[src/rtl/sd_pkg.sv]
// Shared constants and state encoding for the SPI-mode SD card responder.
package sd_pkg;

    localparam logic [5:0] CMD_GO_IDLE  = 6'd0;
    localparam logic [5:0] CMD_SEND_IF  = 6'd8;
    localparam logic [5:0] CMD_SET_BLEN = 6'd16;
    localparam logic [5:0] CMD_READ     = 6'd17;
    localparam logic [5:0] CMD_WRITE    = 6'd24;
    localparam logic [5:0] ACMD_OP_COND = 6'd41;
    localparam logic [5:0] CMD_APP      = 6'd55;
    localparam logic [5:0] CMD_READ_OCR = 6'd58;

    localparam logic [7:0] TOK_START   = 8'hFE;
    localparam logic [7:0] TOK_DATA_OK = 8'h05;

    localparam logic [7:0] R1_IDLE    = 8'h01;
    localparam logic [7:0] R1_ILLEGAL = 8'h04;
    localparam logic [7:0] R1_PARAM   = 8'h40;

    localparam logic [31:0] OCR_VAL = 32'hC0FF8000;

    typedef enum logic [3:0] {
        ST_IDLE, ST_CMD, ST_NCR, ST_RESP,
        ST_RD_TOKEN, ST_RD_DATA, ST_RD_CRC,
        ST_WR_TOKEN, ST_WR_DATA, ST_WR_CRC, ST_WR_RESP, ST_WR_BUSY
    } sd_state_e;

    // Block transfer in progress, from the token byte to the last CRC/busy byte.
    function automatic logic is_xfer(sd_state_e s);
        return s inside {ST_RD_TOKEN, ST_RD_DATA, ST_RD_CRC,
                         ST_WR_TOKEN, ST_WR_DATA, ST_WR_CRC, ST_WR_RESP, ST_WR_BUSY};
    endfunction

endpackage

[src/rtl/sd_spi_shifter.sv]
// SPI mode-0 target byte engine: synchronizers, edge detect, RX/TX shift
// registers. tx_byte is loaded at each byte boundary (falling edge after bit 8).
module sd_spi_shifter (
    input  logic       clk,
    input  logic       resetn,
    input  logic       sclk,
    input  logic       mosi,
    input  logic       cs_n,
    input  logic [7:0] tx_byte,
    output logic       miso,
    output logic [7:0] rx_byte,
    output logic       byte_done,
    output logic       first_fall,
    output logic       cs_on
);
    logic [2:0] sync1_q, sync1_d, sync2_q, sync2_d;   // {cs_n, mosi, sclk}
    logic       sclk_prev_q, sclk_prev_d;
    logic [2:0] bit_cnt_q, bit_cnt_d;
    logic [7:0] rx_sr_q, rx_sr_d, tx_sr_q, tx_sr_d;
    logic       miso_q, miso_d;
    logic       byte_done_q, byte_done_d, first_fall_q, first_fall_d;
    logic       sclk_s, rise, fall;

    assign sclk_s     = sync2_q[0];
    assign cs_on      = ~sync2_q[2];
    assign rise       = cs_on & sclk_s & ~sclk_prev_q;
    assign fall       = cs_on & ~sclk_s & sclk_prev_q;
    assign miso       = miso_q;
    assign rx_byte    = rx_sr_q;
    assign byte_done  = byte_done_q;
    assign first_fall = first_fall_q;

    always_comb begin
        sync1_d      = {cs_n, mosi, sclk};
        sync2_d      = sync1_q;
        sclk_prev_d  = sclk_s;
        bit_cnt_d    = bit_cnt_q;
        rx_sr_d      = rx_sr_q;
        tx_sr_d      = tx_sr_q;
        miso_d       = miso_q;
        byte_done_d  = 1'b0;
        first_fall_d = 1'b0;
        if (!cs_on) begin
            bit_cnt_d = 3'd0;
            tx_sr_d   = 8'hFF;
            miso_d    = 1'b1;
        end else if (rise) begin
            rx_sr_d     = {rx_sr_q[6:0], sync2_q[1]};
            bit_cnt_d   = bit_cnt_q + 3'd1;
            byte_done_d = (bit_cnt_q == 3'd7);
        end else if (fall) begin
            first_fall_d = (bit_cnt_q == 3'd1);
            // bit_cnt wrapped to 0: this fall closes the byte, start the next one
            if (bit_cnt_q == 3'd0) begin
                miso_d  = tx_byte[7];
                tx_sr_d = {tx_byte[6:0], 1'b1};
            end else begin
                miso_d  = tx_sr_q[7];
                tx_sr_d = {tx_sr_q[6:0], 1'b1};
            end
        end
    end

    always_ff @(posedge clk or negedge resetn) begin
        if (!resetn) begin
            sync1_q      <= 3'b100;
            sync2_q      <= 3'b100;
            sclk_prev_q  <= 1'b0;
            bit_cnt_q    <= 3'd0;
            rx_sr_q      <= 8'hFF;
            tx_sr_q      <= 8'hFF;
            miso_q       <= 1'b1;
            byte_done_q  <= 1'b0;
            first_fall_q <= 1'b0;
        end else begin
            sync1_q      <= sync1_d;
            sync2_q      <= sync2_d;
            sclk_prev_q  <= sclk_prev_d;
            bit_cnt_q    <= bit_cnt_d;
            rx_sr_q      <= rx_sr_d;
            tx_sr_q      <= tx_sr_d;
            miso_q       <= miso_d;
            byte_done_q  <= byte_done_d;
            first_fall_q <= first_fall_d;
        end
    end

endmodule

[src/rtl/sd_card_emu.sv]
// SPI-mode SD card responder: command FSM and block read/write over a
// byte-wide synchronous RAM port.
module sd_card_emu
    import sd_pkg::*;
#(
    parameter int unsigned LBA_BITS   = 16,
    parameter int unsigned INIT_POLLS = 1,
    parameter int unsigned BUSY_BYTES = 4
) (
    input  logic                  clk,
    input  logic                  resetn,
    input  logic                  sdSCLK,
    input  logic                  sdMOSI,
    input  logic                  sdCS,
    output logic                  sdMISO,
    output logic [LBA_BITS+8:0]   mem_addr,
    output logic                  mem_rd,
    input  logic [7:0]            mem_rdata,
    output logic                  mem_wr,
    output logic [7:0]            mem_wdata,
    output logic                  active
);
    logic                byte_done, first_fall, cs_on;
    logic [7:0]          rx_byte, tx_byte;
    sd_state_e           state_q, state_d, nxt_q, nxt_d;
    logic [8:0]          cnt_q, cnt_d, off_q, off_d;
    logic [5:0]          idx_q, idx_d;
    logic [31:0]         arg_q, arg_d;
    logic [39:0]         resp_q, resp_d;
    logic                resp_long_q, resp_long_d;
    logic [LBA_BITS-1:0] lba_q, lba_d;
    logic [7:0]          data_q, data_d, poll_q, poll_d, mem_wdata_q, mem_wdata_d, r1;
    logic                rd_pend_q, rd_pend_d, idle_q, idle_d, app_q, app_d;
    logic                mem_rd_q, mem_rd_d, mem_wr_q, mem_wr_d, active_q, active_d;
    logic [LBA_BITS+8:0] mem_addr_q, mem_addr_d;

    sd_spi_shifter u_shifter (
        .clk        (clk),
        .resetn     (resetn),
        .sclk       (sdSCLK),
        .mosi       (sdMOSI),
        .cs_n       (sdCS),
        .tx_byte    (tx_byte),
        .miso       (sdMISO),
        .rx_byte    (rx_byte),
        .byte_done  (byte_done),
        .first_fall (first_fall),
        .cs_on      (cs_on)
    );

    assign mem_addr  = mem_addr_q;
    assign mem_rd    = mem_rd_q;
    assign mem_wr    = mem_wr_q;
    assign mem_wdata = mem_wdata_q;
    assign active    = active_q;

    // state_q always names the byte currently on the wire, so this is the next byte out
    always_comb begin
        tx_byte = 8'hFF;
        case (state_q)
            ST_RESP:     tx_byte = resp_q[39:32];
            ST_RD_TOKEN: tx_byte = cnt_q[0] ? TOK_START : 8'hFF;
            ST_RD_DATA:  tx_byte = data_q;
            ST_WR_RESP:  tx_byte = TOK_DATA_OK;
            ST_WR_BUSY:  tx_byte = 8'h00;
            default:     tx_byte = 8'hFF;
        endcase
    end

    always_comb begin
        state_d     = state_q;
        nxt_d       = nxt_q;
        cnt_d       = cnt_q;
        off_d       = off_q;
        idx_d       = idx_q;
        arg_d       = arg_q;
        resp_d      = resp_q;
        resp_long_d = resp_long_q;
        lba_d       = lba_q;
        idle_d      = idle_q;
        app_d       = app_q;
        poll_d      = poll_q;
        mem_addr_d  = mem_addr_q;
        mem_wdata_d = mem_wdata_q;
        mem_rd_d    = 1'b0;
        mem_wr_d    = 1'b0;
        rd_pend_d   = mem_rd_q;
        data_d      = rd_pend_q ? mem_rdata : data_q;
        r1          = {7'd0, idle_q};

        // Prefetch the byte after the current one while the current one shifts out
        if (first_fall && ((state_q == ST_RD_TOKEN && cnt_q == 9'd1) ||
                           (state_q == ST_RD_DATA && cnt_q != 9'd511))) begin
            mem_rd_d   = 1'b1;
            mem_addr_d = {lba_q, off_q};
            off_d      = off_q + 9'd1;
        end

        if (byte_done) begin
            case (state_q)
                ST_IDLE: if (rx_byte[7:6] == 2'b01) begin
                    state_d = ST_CMD;
                    idx_d   = rx_byte[5:0];
                    cnt_d   = 9'd1;
                end
                ST_CMD: if (cnt_q != 9'd5) begin
                    arg_d = {arg_q[23:0], rx_byte};
                    cnt_d = cnt_q + 9'd1;
                end else begin
                    state_d     = ST_NCR;
                    cnt_d       = 9'd0;
                    nxt_d       = ST_IDLE;
                    resp_long_d = 1'b0;
                    resp_d      = {r1, 32'd0};
                    app_d       = 1'b0;
                    case (idx_q)
                        CMD_GO_IDLE: begin
                            idle_d = 1'b1;
                            poll_d = 8'd0;
                            resp_d = {R1_IDLE, 32'd0};
                        end
                        CMD_SEND_IF: begin
                            resp_d      = {r1, 16'd0, 8'h01, arg_q[7:0]};
                            resp_long_d = 1'b1;
                        end
                        CMD_APP:      app_d = 1'b1;
                        CMD_SET_BLEN: ;
                        CMD_READ_OCR: begin
                            resp_d      = {r1, OCR_VAL};
                            resp_long_d = 1'b1;
                        end
                        ACMD_OP_COND: begin
                            if (!app_q)
                                resp_d = {r1 | R1_ILLEGAL, 32'd0};
                            else if (idle_q && (32'(poll_q) < INIT_POLLS))
                                poll_d = poll_q + 8'd1;
                            else begin
                                idle_d = 1'b0;
                                resp_d = 40'd0;
                            end
                        end
                        CMD_READ, CMD_WRITE: begin
                            if (idle_q || ((arg_q >> LBA_BITS) != 32'd0))
                                resp_d = {R1_PARAM | r1, 32'd0};
                            else begin
                                lba_d = arg_q[LBA_BITS-1:0];
                                off_d = 9'd0;
                                nxt_d = (idx_q == CMD_READ) ? ST_RD_TOKEN : ST_WR_TOKEN;
                            end
                        end
                        default: resp_d = {r1 | R1_ILLEGAL, 32'd0};
                    endcase
                end
                ST_NCR: begin
                    state_d = ST_RESP;
                    cnt_d   = 9'd0;
                end
                ST_RESP: if (cnt_q == (resp_long_q ? 9'd4 : 9'd0)) begin
                    state_d = nxt_q;
                    cnt_d   = 9'd0;
                end else begin
                    resp_d = {resp_q[31:0], 8'hFF};
                    cnt_d  = cnt_q + 9'd1;
                end
                ST_RD_TOKEN: begin
                    state_d = (cnt_q == 9'd1) ? ST_RD_DATA : ST_RD_TOKEN;
                    cnt_d   = (cnt_q == 9'd1) ? 9'd0 : cnt_q + 9'd1;
                end
                ST_RD_DATA: begin
                    state_d = (cnt_q == 9'd511) ? ST_RD_CRC : ST_RD_DATA;
                    cnt_d   = cnt_q + 9'd1;
                end
                ST_RD_CRC: begin
                    state_d = (cnt_q == 9'd1) ? ST_IDLE : ST_RD_CRC;
                    cnt_d   = (cnt_q == 9'd1) ? 9'd0 : cnt_q + 9'd1;
                end
                ST_WR_TOKEN: if (rx_byte == TOK_START) begin
                    state_d = ST_WR_DATA;
                    cnt_d   = 9'd0;
                end
                ST_WR_DATA: begin
                    mem_wr_d    = 1'b1;
                    mem_addr_d  = {lba_q, off_q};
                    mem_wdata_d = rx_byte;
                    off_d       = off_q + 9'd1;
                    state_d     = (cnt_q == 9'd511) ? ST_WR_CRC : ST_WR_DATA;
                    cnt_d       = cnt_q + 9'd1;
                end
                ST_WR_CRC: begin
                    state_d = (cnt_q == 9'd1) ? ST_WR_RESP : ST_WR_CRC;
                    cnt_d   = (cnt_q == 9'd1) ? 9'd0 : cnt_q + 9'd1;
                end
                ST_WR_RESP: begin
                    if (BUSY_BYTES == 0) state_d = ST_IDLE;
                    else                 state_d = ST_WR_BUSY;
                    cnt_d = 9'd0;
                end
                ST_WR_BUSY: begin
                    state_d = (cnt_q == 9'(BUSY_BYTES - 1)) ? ST_IDLE : ST_WR_BUSY;
                    cnt_d   = cnt_q + 9'd1;
                end
                default: state_d = ST_IDLE;
            endcase
        end

        if (!cs_on) begin
            state_d = ST_IDLE;
            cnt_d   = 9'd0;
        end
        active_d = is_xfer(state_d);
    end

    always_ff @(posedge clk or negedge resetn) begin
        if (!resetn) begin
            state_q     <= ST_IDLE;
            nxt_q       <= ST_IDLE;
            cnt_q       <= 9'd0;
            off_q       <= 9'd0;
            idx_q       <= 6'd0;
            arg_q       <= 32'd0;
            resp_q      <= 40'hFF_FFFF_FFFF;
            resp_long_q <= 1'b0;
            lba_q       <= '0;
            data_q      <= 8'hFF;
            rd_pend_q   <= 1'b0;
            idle_q      <= 1'b1;
            app_q       <= 1'b0;
            poll_q      <= 8'd0;
            mem_addr_q  <= '0;
            mem_wdata_q <= 8'd0;
            mem_rd_q    <= 1'b0;
            mem_wr_q    <= 1'b0;
            active_q    <= 1'b0;
        end else begin
            state_q     <= state_d;
            nxt_q       <= nxt_d;
            cnt_q       <= cnt_d;
            off_q       <= off_d;
            idx_q       <= idx_d;
            arg_q       <= arg_d;
            resp_q      <= resp_d;
            resp_long_q <= resp_long_d;
            lba_q       <= lba_d;
            data_q      <= data_d;
            rd_pend_q   <= rd_pend_d;
            idle_q      <= idle_d;
            app_q       <= app_d;
            poll_q      <= poll_d;
            mem_addr_q  <= mem_addr_d;
            mem_wdata_q <= mem_wdata_d;
            mem_rd_q    <= mem_rd_d;
            mem_wr_q    <= mem_wr_d;
            active_q    <= active_d;
        end
    end

endmodule

[config.mk]
export PLATFORM = sky130hd
export DESIGN_NAME = sd_card_emu
export DESIGN_NICKNAME = d
export VERILOG_FILES = /design/src/rtl/sd_pkg.sv /design/src/rtl/sd_spi_shifter.sv /design/src/rtl/sd_card_emu.sv
export SDC_FILE = /design/constraint.sdc
export NUM_CORES = 1
export LEC_CHECK = 0
export ABC_AREA = 1
export CAP_MARGIN = 20
export CELL_PAD_IN_SITES_DETAIL_PLACEMENT = 1
export CELL_PAD_IN_SITES_GLOBAL_PLACEMENT = 1
export CORE_ASPECT_RATIO = 1.75
export CORE_MARGIN = 2
export CORE_UTILIZATION = 49
export DETAILED_ROUTE_END_ITERATION = 7
export DONT_BUFFER_PORTS = 1
export MAX_ROUTING_LAYER = met4
export PLACE_DENSITY_LB_ADDON = 0.1
export SYNTH_ARGS = -nofsm -noshare
export SYNTH_HDL_FRONTEND = slang
export SYNTH_SLANG_ARGS = --single-unit
[constraint.sdc]
create_clock -name clk -period 2.25 [get_ports clk]
set_input_delay 0.45 -clock clk [delete_from_list [all_inputs] [get_ports clk]]
set_output_delay 0.45 -clock clk [all_outputs]
set_load 0.02 [all_outputs]
# --- Word-level counts from Yosys, hierarchy flattened ---
# Cells that the tools add are included.
totals:
  ff_bits: 205
  input_bits: 13
  out_inout_bits: 37
  wordCells: 189
classes:
  n_addsub: 4
  n_lt_le_gt_ge: 1
  n_eq_ne: 44
  mux: 69
  bitwise: 9
  reduce_logical: 34
op_table:
  columns: ["operator", "n"]
  rows:
  - ["one-hot mux 39 bit (6 select lines)", 1]
  - ["two-way mux 9 bit", 12]
  - ["two-way mux 40 bit", 2]
  - ["one-hot mux 40 bit (2 select lines)", 1]
  - ["two-way mux 25 bit", 3]
  - ["one-hot mux 9 bit (7 select lines)", 1]
  - ["two-way mux 8 bit", 6]
  - ["one-hot mux 4 bit (12 select lines)", 1]
  - ["one-hot mux 8 bit (5 select lines)", 1]
  - ["two-way mux 39 bit", 1]
  - ["two-way mux 35 bit", 1]
  - ["two-way mux 33 bit", 1]
  - ["== test 4 x 3 -> 1 bit, second input constant", 8]
  - ["== test 4 bit, second input constant", 8]
  - ["nonzero test 32 bit", 1]
  - ["two-way mux 4 bit", 7]
  - ["two-way mux 1 bit", 19]
  - ["adder 9 x 1 -> 9 bit, second input constant", 2]
  - ["== test 6 x 5 -> 1 bit, second input constant", 3]
  - ["== test 6 bit, second input constant", 3]
  - ["two-way mux 3 bit", 6]
  - ["one-hot mux 9 bit (2 select lines)", 1]
  - ["one-hot mux 8 bit (2 select lines)", 1]
  - ["nonzero test 8 bit", 2]
  - ["36 further kinds", 69]

# --- Longest topological paths before layout ---
# Gate-level depths: netlist of the first run.
depth:
  depth_word: 10
  ltp_mapped: 15
  ltp_nobuf: 14

# --- Modules after synthesis ---
# A second synthesis of the first run with hierarchy kept.
hier_totals:
  hier_cells: 1039
  hier_area_um2: 9265.1
by_module_without_submodules:
  columns: ["module", "n_inst", "cells_each", "area_per_inst_um2", "seq_area_each_um2"]
  rows:
  - ["sd_card_emu", 1, 913, 8080.2, 4415.5]
  - ["sd_spi_shifter", 1, 126, 1184.9, 723.2]

# --- Worst setup path after synthesis of the first run ---
# No wires, ideal clock.
synth_path:
  path_type: "register to register"
  startpoint: "reg cnt_q[0]"
  endpoint: "reg off_q[8]"
  setup_time_ps: 77
  t_arrival_ps: 1912
  t_required_ps: 2173
  path_slack_ps: 261
  stages_incl_launch_ff: 16
  n_path_buf: 1
  period_less_slack_ps: 1989
  path_cell_list: "dfrtp_1 > ha_1 > nand2_1 > nor3_1 > nand2_1 > nor2_1 > ha_1 > inv_1 > nand3_1 > nand2_1 > nand2_1 > buf_4 > nand3_4 > nand2_1 > nand2_1 > a21oi_1"
synth_between:
  elab_chain_len: 10
  word_cells_on_any_way: 13
  classes_between: "eq/ne (3); mux (6); reduce/logical (4)"
synth_lines:
  columns: ["item", "line", "source"]
  rows:
  - ["start: declaration", "sd_card_emu.sv:26", "logic [8:0] cnt_q, cnt_d, off_q, off_d;"]
  - ["start signal: assignment", "sd_card_emu.sv:237", "cnt_q <= cnt_d;"]
  - ["== test 9 x 1 -> 1 bit / inequality test 9 bit (equally long branches)", "sd_card_emu.sv:92, sd_card_emu.sv:93", null]
  - ["logical AND 1 bit (on tied branches)", "sd_card_emu.sv:92, sd_card_emu.sv:93", null]
  - ["logical OR 1 bit", "sd_card_emu.sv:92", "if (first_fall && ((state_q == ST_RD_TOKEN && cnt_q == 9'd1) ||"]
  - ["logical AND 1 bit", "sd_card_emu.sv:92", null]
  - ["two-way mux 9 bit", "sd_card_emu.sv:92", null]
  - ["two-way mux 9 bit", "sd_card_emu.sv:143", "if (idle_q || ((arg_q >> LBA_BITS) != 32'd0))"]
  - ["two-way mux 9 bit", "sd_card_emu.sv:116", "case (idx_q)"]
  - ["two-way mux 9 bit", "sd_card_emu.sv:106", "ST_CMD: if (cnt_q != 9'd5) begin"]
  - ["one-hot mux 9 bit (2 select lines)", "sd_card_emu.sv:100", "case (state_q)"]
  - ["two-way mux 9 bit *", "sd_card_emu.sv:99", "if (byte_done) begin"]
  - ["via off_d[8]", "sd_card_emu.sv:26", null]
  - ["end signal: assignment", "sd_card_emu.sv:218", "off_q <= 9'd0;"]
  - ["end signal: assignment", "sd_card_emu.sv:238", "off_q <= off_d;"]
  - ["end: declaration", "sd_card_emu.sv:26", null]
# Mark *: on every way through the listed nets, which the timed path passes. The rest lies on a longest branch.
# A chain may end at the register's enable or synchronous reset.

# --- Worst setup path in the final report of the first run ---
layout_path:
  startpoint: "reg cnt_q[1]"
  endpoint: "reg off_q[8]"
# The elaborated chain is that of the path after synthesis.

==> results of run 1 <==
[final timing paths]
kind                                        end  slack [ns]  depth (start not counted)
min in group clk                      data_q[4]        0.06                          2
min                                    cnt_q[6]       -0.34                          0
max                                    off_q[8]        0.10                         15
max in group asynchronous            resp_q[23]        2.12                          0
max reg2reg                            off_q[8]        0.10                         15
min reg2reg                u_shifter.sync2_q[0]        0.35                          0
[critical path, cell delays in order (launching register included)]
cell,delay [ns]
sky130_fd_sc_hd__dfrtp_1,0.38
sky130_fd_sc_hd__ha_2,0.20
sky130_fd_sc_hd__nand2_2,0.07
sky130_fd_sc_hd__nor3_4,0.21
sky130_fd_sc_hd__nand2_1,0.07
sky130_fd_sc_hd__nor2_1,0.11
sky130_fd_sc_hd__ha_2,0.18
sky130_fd_sc_hd__inv_2,0.05
sky130_fd_sc_hd__nand3_2,0.08
sky130_fd_sc_hd__nand2_2,0.07
sky130_fd_sc_hd__nand2_4,0.10
sky130_fd_sc_hd__buf_6,0.13
sky130_fd_sc_hd__nand3_4,0.13
sky130_fd_sc_hd__nand2_2,0.11
sky130_fd_sc_hd__nand2_1,0.06
sky130_fd_sc_hd__a21oi_2,0.12
[sequential cells by signal (all words and copies together) (netlist names), 4 cells and up]
| name | count |
|---|---|
| data_q | 8 |
| off_q | 9 |
| resp_q | 40 |
| idx_q | 6 |
| state_q | 4 |
| mem_wdata | 8 |
| arg_q | 32 |
| mem_addr | 25 |
| lba_q | 16 |
| poll_q | 8 |
| u_shifter.rx_byte | 8 |
| u_shifter.tx_sr_q | 7 |
| cnt_q | 9 |
[metal layers]
metal / GRT usage / wire length [um]
met5: - / 0
met4: 0.102 / 1070
met3: 0.0290 / 662
met2: 0.458 / 13100
met1: 0.279 / 9440
[cell usage in the layout (no fill, tap or decap), drive strengths merged, types with 7 or more instances in the layout]
| master | instances |
|---|---|
| a21oi | 29 |
| nand2 | 267 |
| o21ai | 151 |
| o21a | 8 |
| nor2 | 82 |
| buf | 34 |
| o31ai | 10 |
| clkbuf | 29 |
| nand3 | 81 |
| inv | 132 |
| dfstp | 67 |
| o22ai | 7 |
| ha | 11 |
| dfrtp | 135 |
| nor3 | 11 |
| xor2 | 9 |
| nand4 | 12 |
| o211ai | 11 |
[power breakdown]
part	total, W	switching [W]	internal, W
Combinational	0.000157	0.000117	0.0000397
Clock	0.00377	0.00146	0.00231
Sequential	0.00374	0.0000347	0.00371
Total	0.00766	0.00161	0.00606
[timing repair]
item                                    CTS  global route
hold endpoints to repair                205           202
pin swaps                                 0             7
cloned                                    0             3
buffers inserted                          0             5
endpoints found under the setup margin   26            40
resized for setup                         2            25
[cell type report]
cell class,count,share of cell area
well taps,238,0.0279
inverters,131,0.0461
repair buffers,40,0.0413
multi-input cells,699,0.333
clock buffers,26,0.0549
flip-flops and latches,202,0.482
clock inverters,10,0.0151
[cells by family after synthesis]
kind of cell,after synthesis,share of synthesized area
AO/OA/AOI/OAI,217,0.130
AND/OR/NAND/NOR,457,0.215
adder cells (fa/ha/maj),11,0.0148
flip-flops,202,0.551
multiplexers,4,0.00483
buffers and inverters,172,0.0755
XOR/XNOR,10,0.00939
[per-stage QoR]
stage | hold slack, ns | setup WS [ns] | setup TNS (ns) | instances
6_report | -0.344 | 0.103 | 0 | 1346
5_1_grt | -0.364 | -0.0408 | -0.0438 | 1346
4_1_cts | -0.360 | 0.0290 | 0 | 1337
3_5_place_dp | 0.162 | -0.0639 | -0.0705 | 1298
3_3_place_gp | 0.160 | 0.0852 | 0 | 1298
2_1_floorplan | 0.154 | 0.261 | 0 | 1073
==> qor_table.md, run 1 <==
| Stage | Item | Reported |
| --- | --- | --- |
| routing | Vias per Instance | 5.37 |
| timing | Final hold viol count | 146 |
| routing | Routed wire length per instance | 18.0 um |
| worst setup path | Reg-to-reg critical path startpoint | cnt_q[1] |
| worst setup path | CP endpoint kind | register |
| placed design | Cell area after placement | 9680 sq um |
| layout | Layout Nets | 1,118 |
| logic synthesis | Number of synthesized flops with an enable pin | 0 |
| timing | Worst hold margin | -0.344 ns |
| floorplanning | Total number of placement rows | 66 |
| timing | Setup violations, final | 0 |
| timing | Highest clock rate | 0.466 GHz |
| logic synthesis | Portion of synthesized cell area occupied by the leading cell type | 0.362 |
| worst setup path | Critical setup path kind | reg2reg |
| clocking | CTS tree | built |
| layout | Multi-input logic area | 3540 sq um |
| placed design | Detailed-placement wirelength estimate | 16,800 um |
| worst hold path | Worst hold path type | in2async |
| run | Number of max-cap violations | 0 |
| clocking | Clock Sink Count | 202 |
| clocking | Clock root buffer | sky130_fd_sc_hd__clkbuf_16 |
| global route | Wire length of the first global-routing pass | 39,600 um |
| clocking | Skew-Pair Late Insertion Delay | 0.51 ns |
| logic synthesis | Proportion of synthesized flip-flops having asynchronous set or reset | 1.00 |
| layout | Area growth, synth to finish | 14.3% |
| timing | Slew Limit Headroom | 0.533 |
| timing | Max Slew Vio Count | 0 |
| timing | Worst-Margin Slew | 0.696 ns |
| global route | Antenna violations before repair | 0 |
| clocking | Count of H-tree levels built during CTS | 1 |
| worst setup path | Peak fanout along the critical path | 8 |
| logic synthesis | Number of synthesized register bits | 202 |
| routing | Overall via count from detail_route | 7,228 |
| layout | Number of filler cells placed in the layout | 2,252 |
| routing | First drt pass iteration count | 4 |
| worst setup path | CP Data Required Time | 2.67 ns |
| power and ir drop | P per Cell Area | 719 nW/um^2 |
| timing | Setup repair after global routing missed its margin | yes |
| logic synthesis | Synth area leader | sky130_fd_sc_hd__dfrtp_1 |
| logic synthesis | Post-Synthesis Cells | 1,073 |
| worst setup path | CP Launch Type | register |
| power and ir drop | Worst vdd ir | 661 uV |
| logic synthesis | Avg Synthesized Cell Area | 8.69 sq um |
| logic synthesis | Synth Flop Type | sky130_fd_sc_hd__dfrtp_1 |
| layout | Diodes inserted | 0 |
| floorplanning | Initial Utilization | 0.500 |
| global route | Maximum number of pins on one net before global-route repair | 203 |
| clocking | Maximum count of clock buffers along a single path | 3 |
| floorplanning | Number of ports placed on the die boundary | 50 |
| timing | Shortest clock period the worst path allows after layout | 2.15 ns |
| floorplanning | Die width | 108 um |
| run status | Failing checks | hold timing |
| clocking | Clock buffers created by TritonCTS | 20 |
| timing | Share of the cycle needed by the critical path after routing | 0.954 |
| global route | Vias in the first global route | 7,910 |
| clocking | Clock Pin Slew Worst Setup and Hold Paths | 0.06 ns |
| logic synthesis | Netlist Area Pre-Place | 9330 sq um |
| global route | Global route overflow | 0 |
| power and ir drop | Reported leakage power | 4.96 nW |
| logic synthesis | Commonest cells in the netlist | 262 x sky130_fd_sc_hd__nand2_1, 136 x sky130_fd_sc_hd__o21ai_0, 135 x sky130_fd_sc_hd__dfrtp_1 |
| floorplanning | Total die area | 20,200 sq um |
| layout | Proportion of layout cells with a drive suffix above 1 | 0.176 |
| clocking | Count of hold buffers inserted by post-cts repair | 3 |
| layout | Final design utilization | 0.571 |
| layout | Post-Layout Inst Area | 10,700 sq um |
| floorplanning | Die Y-Extent | 186 um |
| routing | Detailed router's first-iteration violation count | 231 |
| timing | Worst clock skew on the final layout | 0.0225 ns |
| layout | Storage cell area | 5140 sq um |
| routing | DRC Markers | 0 |
| logic synthesis | Sequential cell area fraction in the yosys report | 0.551 |
| routing | Final wirelength | 24,300 um |
| logic synthesis | Number of nets produced by synthesis | 1,097 |
| floorplanning | Core Area | 18,700 sq um |
| logic synthesis | Distinct cell type count after synthesis | 36 |
| run status | Status | finished with violations |
| worst setup path | Arrival time at the worst endpoint | 2.56 ns |
| placed design | Port Buffer Count | 0 |
| global route | GRT Total Usage | 0.254 |
| routing | Post-route ant nets | 0 |
| worst setup path | Beginning of the critical path | cnt_q[1] |
| logic synthesis | Most common cell in the netlist | sky130_fd_sc_hd__nand2_1 |
| logic synthesis | Count of synthesis-stage warnings from yosys | 0 |
| power and ir drop | Total power draw | 0.00766 W |
| placed design | Gpl congestion | 0.928 |
| logic synthesis | Synth top area cells | sky130_fd_sc_hd__dfrtp_1 36%, sky130_fd_sc_hd__dfstp_2 19%, sky130_fd_sc_hd__nand2_1 11% |
Power figures use the tool's default switching activity.
==> run 2: changes to the inputs <==
- CORE_MARGIN: 2 -> 10
- SKIP_CTS_REPAIR_TIMING: default -> 1
==> run 2 against run 1 <==
Compared with the run above: the flow still finishes with violations (hold timing); count of clock-buffer cells in the layout down 2; sequential share of layout area up 0.99 points; register-to-register slack worse by 0.03 ns; clock skew up 0.0037 ns; clock power down 14%; sequential cell count unchanged; hold slack worse by 0.0057 ns; design area down 2.0%; non-clock buffer count down 5.
==> qor_table.md, run 2 (synthesis results as in run 1) <==
| Stage | Item | Reported |
| --- | --- | --- |
| run status | Status | finished with violations |
| run status | Failing checks | hold timing |
| layout | Proportion of layout cells with a drive suffix above 1 | 0.168 |
| placed design | Gpl congestion | 0.932 |
| run | Number of max-cap violations | 0 |
| worst setup path | CP Data Required Time | 2.68 ns |
| floorplanning | Number of ports placed on the die boundary | 50 |
| worst setup path | Reg-to-reg setup timing slack | 0.08 ns |
| routing | Vias per Instance | 5.37 |
| power and ir drop | P per Cell Area | 685 nW/um^2 |
| power and ir drop | Total power draw | 0.00715 W |
| layout | Most flop-heavy register | resp_q |
| worst setup path | Worst stage delay on the critical path | 0.38 ns |
| clocking | Count of H-tree levels built during CTS | 1 |
| power and ir drop | Share of power burned in the clock network | 0.455 |
| routing | Met3 wire length | 808 um |
| layout | Final design utilization | 0.560 |
| clocking | Clock Pin Slew Worst Setup and Hold Paths | 0.07 ns |
| layout | Storage cell area | 5140 sq um |
| timing | Max Slew Vio Count | 0 |
| global route | Vias in the first global route | 7,906 |
| global route | Global route overflow | 0 |
| worst setup path | Peak fanout along the critical path | 8 |
| clocking | CTS tree | built |
| global route | Antenna violations before repair | 0 |
| routing | Routed wire length per instance | 18.4 um |
| worst setup path | Cell family with most CP delay | simple AND/OR/NAND/NOR gates |
| routing | Final wirelength | 24,600 um |
| routing | Overall via count from detail_route | 7,197 |
| global route | Wire length of the first global-routing pass | 40,500 um |
| timing | Highest clock rate | 0.460 GHz |
| worst setup path | CP bufs+invs | 2 |
| layout | Multi-input logic area | 3530 sq um |
| timing | Share of the cycle needed by the critical path after routing | 0.966 |
| timing | Worst hold margin | -0.350 ns |
| power and ir drop | P_sw | 0.00155 W |
| worst setup path | Total stage count of the critical path | 15 |
| worst setup path | Critical path, cell by cell | ha_2 > nand2_1 > nor3_2 > nand2_1 > nor2_1 > ha_2 > inv_1 > nand3_2 > nand2_2 > nand2_4 > buf_6 > nand3_4 > nand2_2 > nand2_1 > a21oi_2 |
| worst hold path | Worst hold path type | in2async |
| floorplanning | Total die area | 25,200 sq um |
| worst setup path | R2r endpoint | off_q[8] |
| clocking | Clock Sink Count | 202 |
| floorplanning | Die Y-Extent | 202 um |
| power and ir drop | P_int | 0.00561 W |
| floorplanning | Initial Utilization | 0.500 |
| worst setup path | CP dominant cell by count | sky130_fd_sc_hd__nand2_1 |
| global route | GRT Total Usage | 0.198 |
| floorplanning | Core Area | 18,700 sq um |
| timing | Worst clock skew on the final layout | 0.0262 ns |
| timing | Shortest clock period the worst path allows after layout | 2.17 ns |
| global route | Maximum number of pins on one net before global-route repair | 203 |
| power and ir drop | Reported leakage power | 4.86 nW |
| routing | Top Metal Used | met4 |
| layout | Leading cell type in the layout, fill and taps excluded | sky130_fd_sc_hd__nand2_1 |
| power and ir drop | Worst vdd ir | 622 uV |
| worst setup path | Reg-to-reg critical path startpoint | cnt_q[1] |
| routing | Detailed router's first-iteration violation count | 347 |
| power and ir drop | Sequential group share of total power | 0.523 |
| worst setup path | Worst setup path end | off_q[8] |
| worst setup path | CP Launch Type | register |
| worst setup path | Arrival time at the worst endpoint | 2.60 ns |
| floorplanning | Total number of placement rows | 66 |
| power and ir drop | Fraction of power spent switching nets | 0.216 |
| worst setup path | Beginning of the critical path | cnt_q[1] |
| layout | Area growth, synth to finish | 12.0% |
| floorplanning | Die width | 124 um |
| clocking | Clock root buffer | sky130_fd_sc_hd__clkbuf_16 |
| timing | Setup repair after global routing missed its margin | yes |
| worst setup path | R2R cell count | 15 |
| routing | DRC Markers | 0 |
| timing | Setup violations, final | 0 |
| layout | Number of filler cells placed in the layout | 2,206 |
| routing | Post-route ant nets | 0 |
| timing | Slew Limit Headroom | 0.684 |
| routing | Total met2 wirelength after detailed routing | 13,600 um |
| clocking | Maximum count of clock buffers along a single path | 3 |
| layout | Diodes inserted | 0 |
| clocking | Skew-Pair Late Insertion Delay | 0.50 ns |
| layout | Commonest cells after routing, fill and taps aside | 257 x sky130_fd_sc_hd__nand2_1, 135 x sky130_fd_sc_hd__dfrtp_1, 134 x sky130_fd_sc_hd__o21ai_0 |
| layout | Layout Nets | 1,112 |
| worst setup path | CP endpoint kind | register |
| layout | Flip-flop count of the largest register, all copies and words added | 40 |
| worst setup path | CP max-delay cell | sky130_fd_sc_hd__dfrtp_1 |
| routing | Metal1 wirelength | 9240 um |
| placed design | Detailed-placement wirelength estimate | 17,300 um |
| timing | Worst-Margin Slew | 0.473 ns |
| power and ir drop | Proportion of power drawn by combinational gates | 0.022 |
| clocking | Clock buffers created by TritonCTS | 19 |
| routing | First drt pass iteration count | 4 |
| placed design | Port Buffer Count | 0 |
| timing | Final hold viol count | 146 |
| worst setup path | Critical setup path kind | reg2reg |
run 2: changes by cell type in the layout (fill, tap and decap cells not counted), moves of 2 or more:
cell	before	now
sky130_fd_sc_hd__clkinv_2	2	5
sky130_fd_sc_hd__buf_8	2	0
sky130_fd_sc_hd__bufinv_16	4	2
sky130_fd_sc_hd__clkinvlp_4	3	1
sky130_fd_sc_hd__clkbuf_16	25	20
sky130_fd_sc_hd__buf_4	24	22
sky130_fd_sc_hd__o21ai_0	132	134
sky130_fd_sc_hd__nand2_2	6	8
sky130_fd_sc_hd__o21ai_1	19	17
run 2: per-stage QoR:
stage	instance area (sq um)	setup slack, ns	TNS, ns	cells
2_1_floorplan	9330	0.261	0	1073
3_3_place_gp	9690	0.0114	0	1298
3_5_place_dp	9690	-0.0650	-0.422	1298
4_1_cts	10300	-0.160	-2.90	1332
5_1_grt	10400	-0.0608	-0.407	1339
6_report	10400	0.0755	0	1339
run 2: layer usage:
layer  vias up  GRT usage
met5         -          -
met4         0     0.0773
met3        55     0.0282
met2        93      0.369
met1      3565      0.204
li1       3484          -
run 2: how the worst min path moves through the flow:
| stage | startpoint | end | cells after the start |
|---|---|---|---|
| floorplan | resetn | active | 0 |
| global placement | resetn | cnt_q[6] | 0 |
| detailed placement | resetn | u_shifter.sclk_prev_q | 0 |
| CTS | resetn | mem_addr[12] | 0 |
| global route | resetn | state_q[0] | 0 |
| finish | resetn | state_q[3] | 0 |
run 2: final cells by class:
type | instances | share of cell area
Timing Repair Buffer | 35 | 0.0350
Clock buffer | 24 | 0.0492
Sequential cell | 202 | 0.492
Multi-Input combinational cell | 699 | 0.338
Inverter | 131 | 0.0474
Tap cell | 238 | 0.0285
Clock inverter | 10 | 0.0102
run 2: power by group through the flow:
stage | clock, W | combinational [W] | sequential [W]
final | 0.00326 | 0.000156 | 0.00374
after global routing | 0.00350 | 0.000175 | 0.00375
after CTS | 0.00333 | 0.000152 | 0.00374
after detailed placement | 0 | 0.000150 | 0.00381
after global placement | 0 | 0.000147 | 0.00380
after floorplan | 0 | 0.0000938 | 0.00379
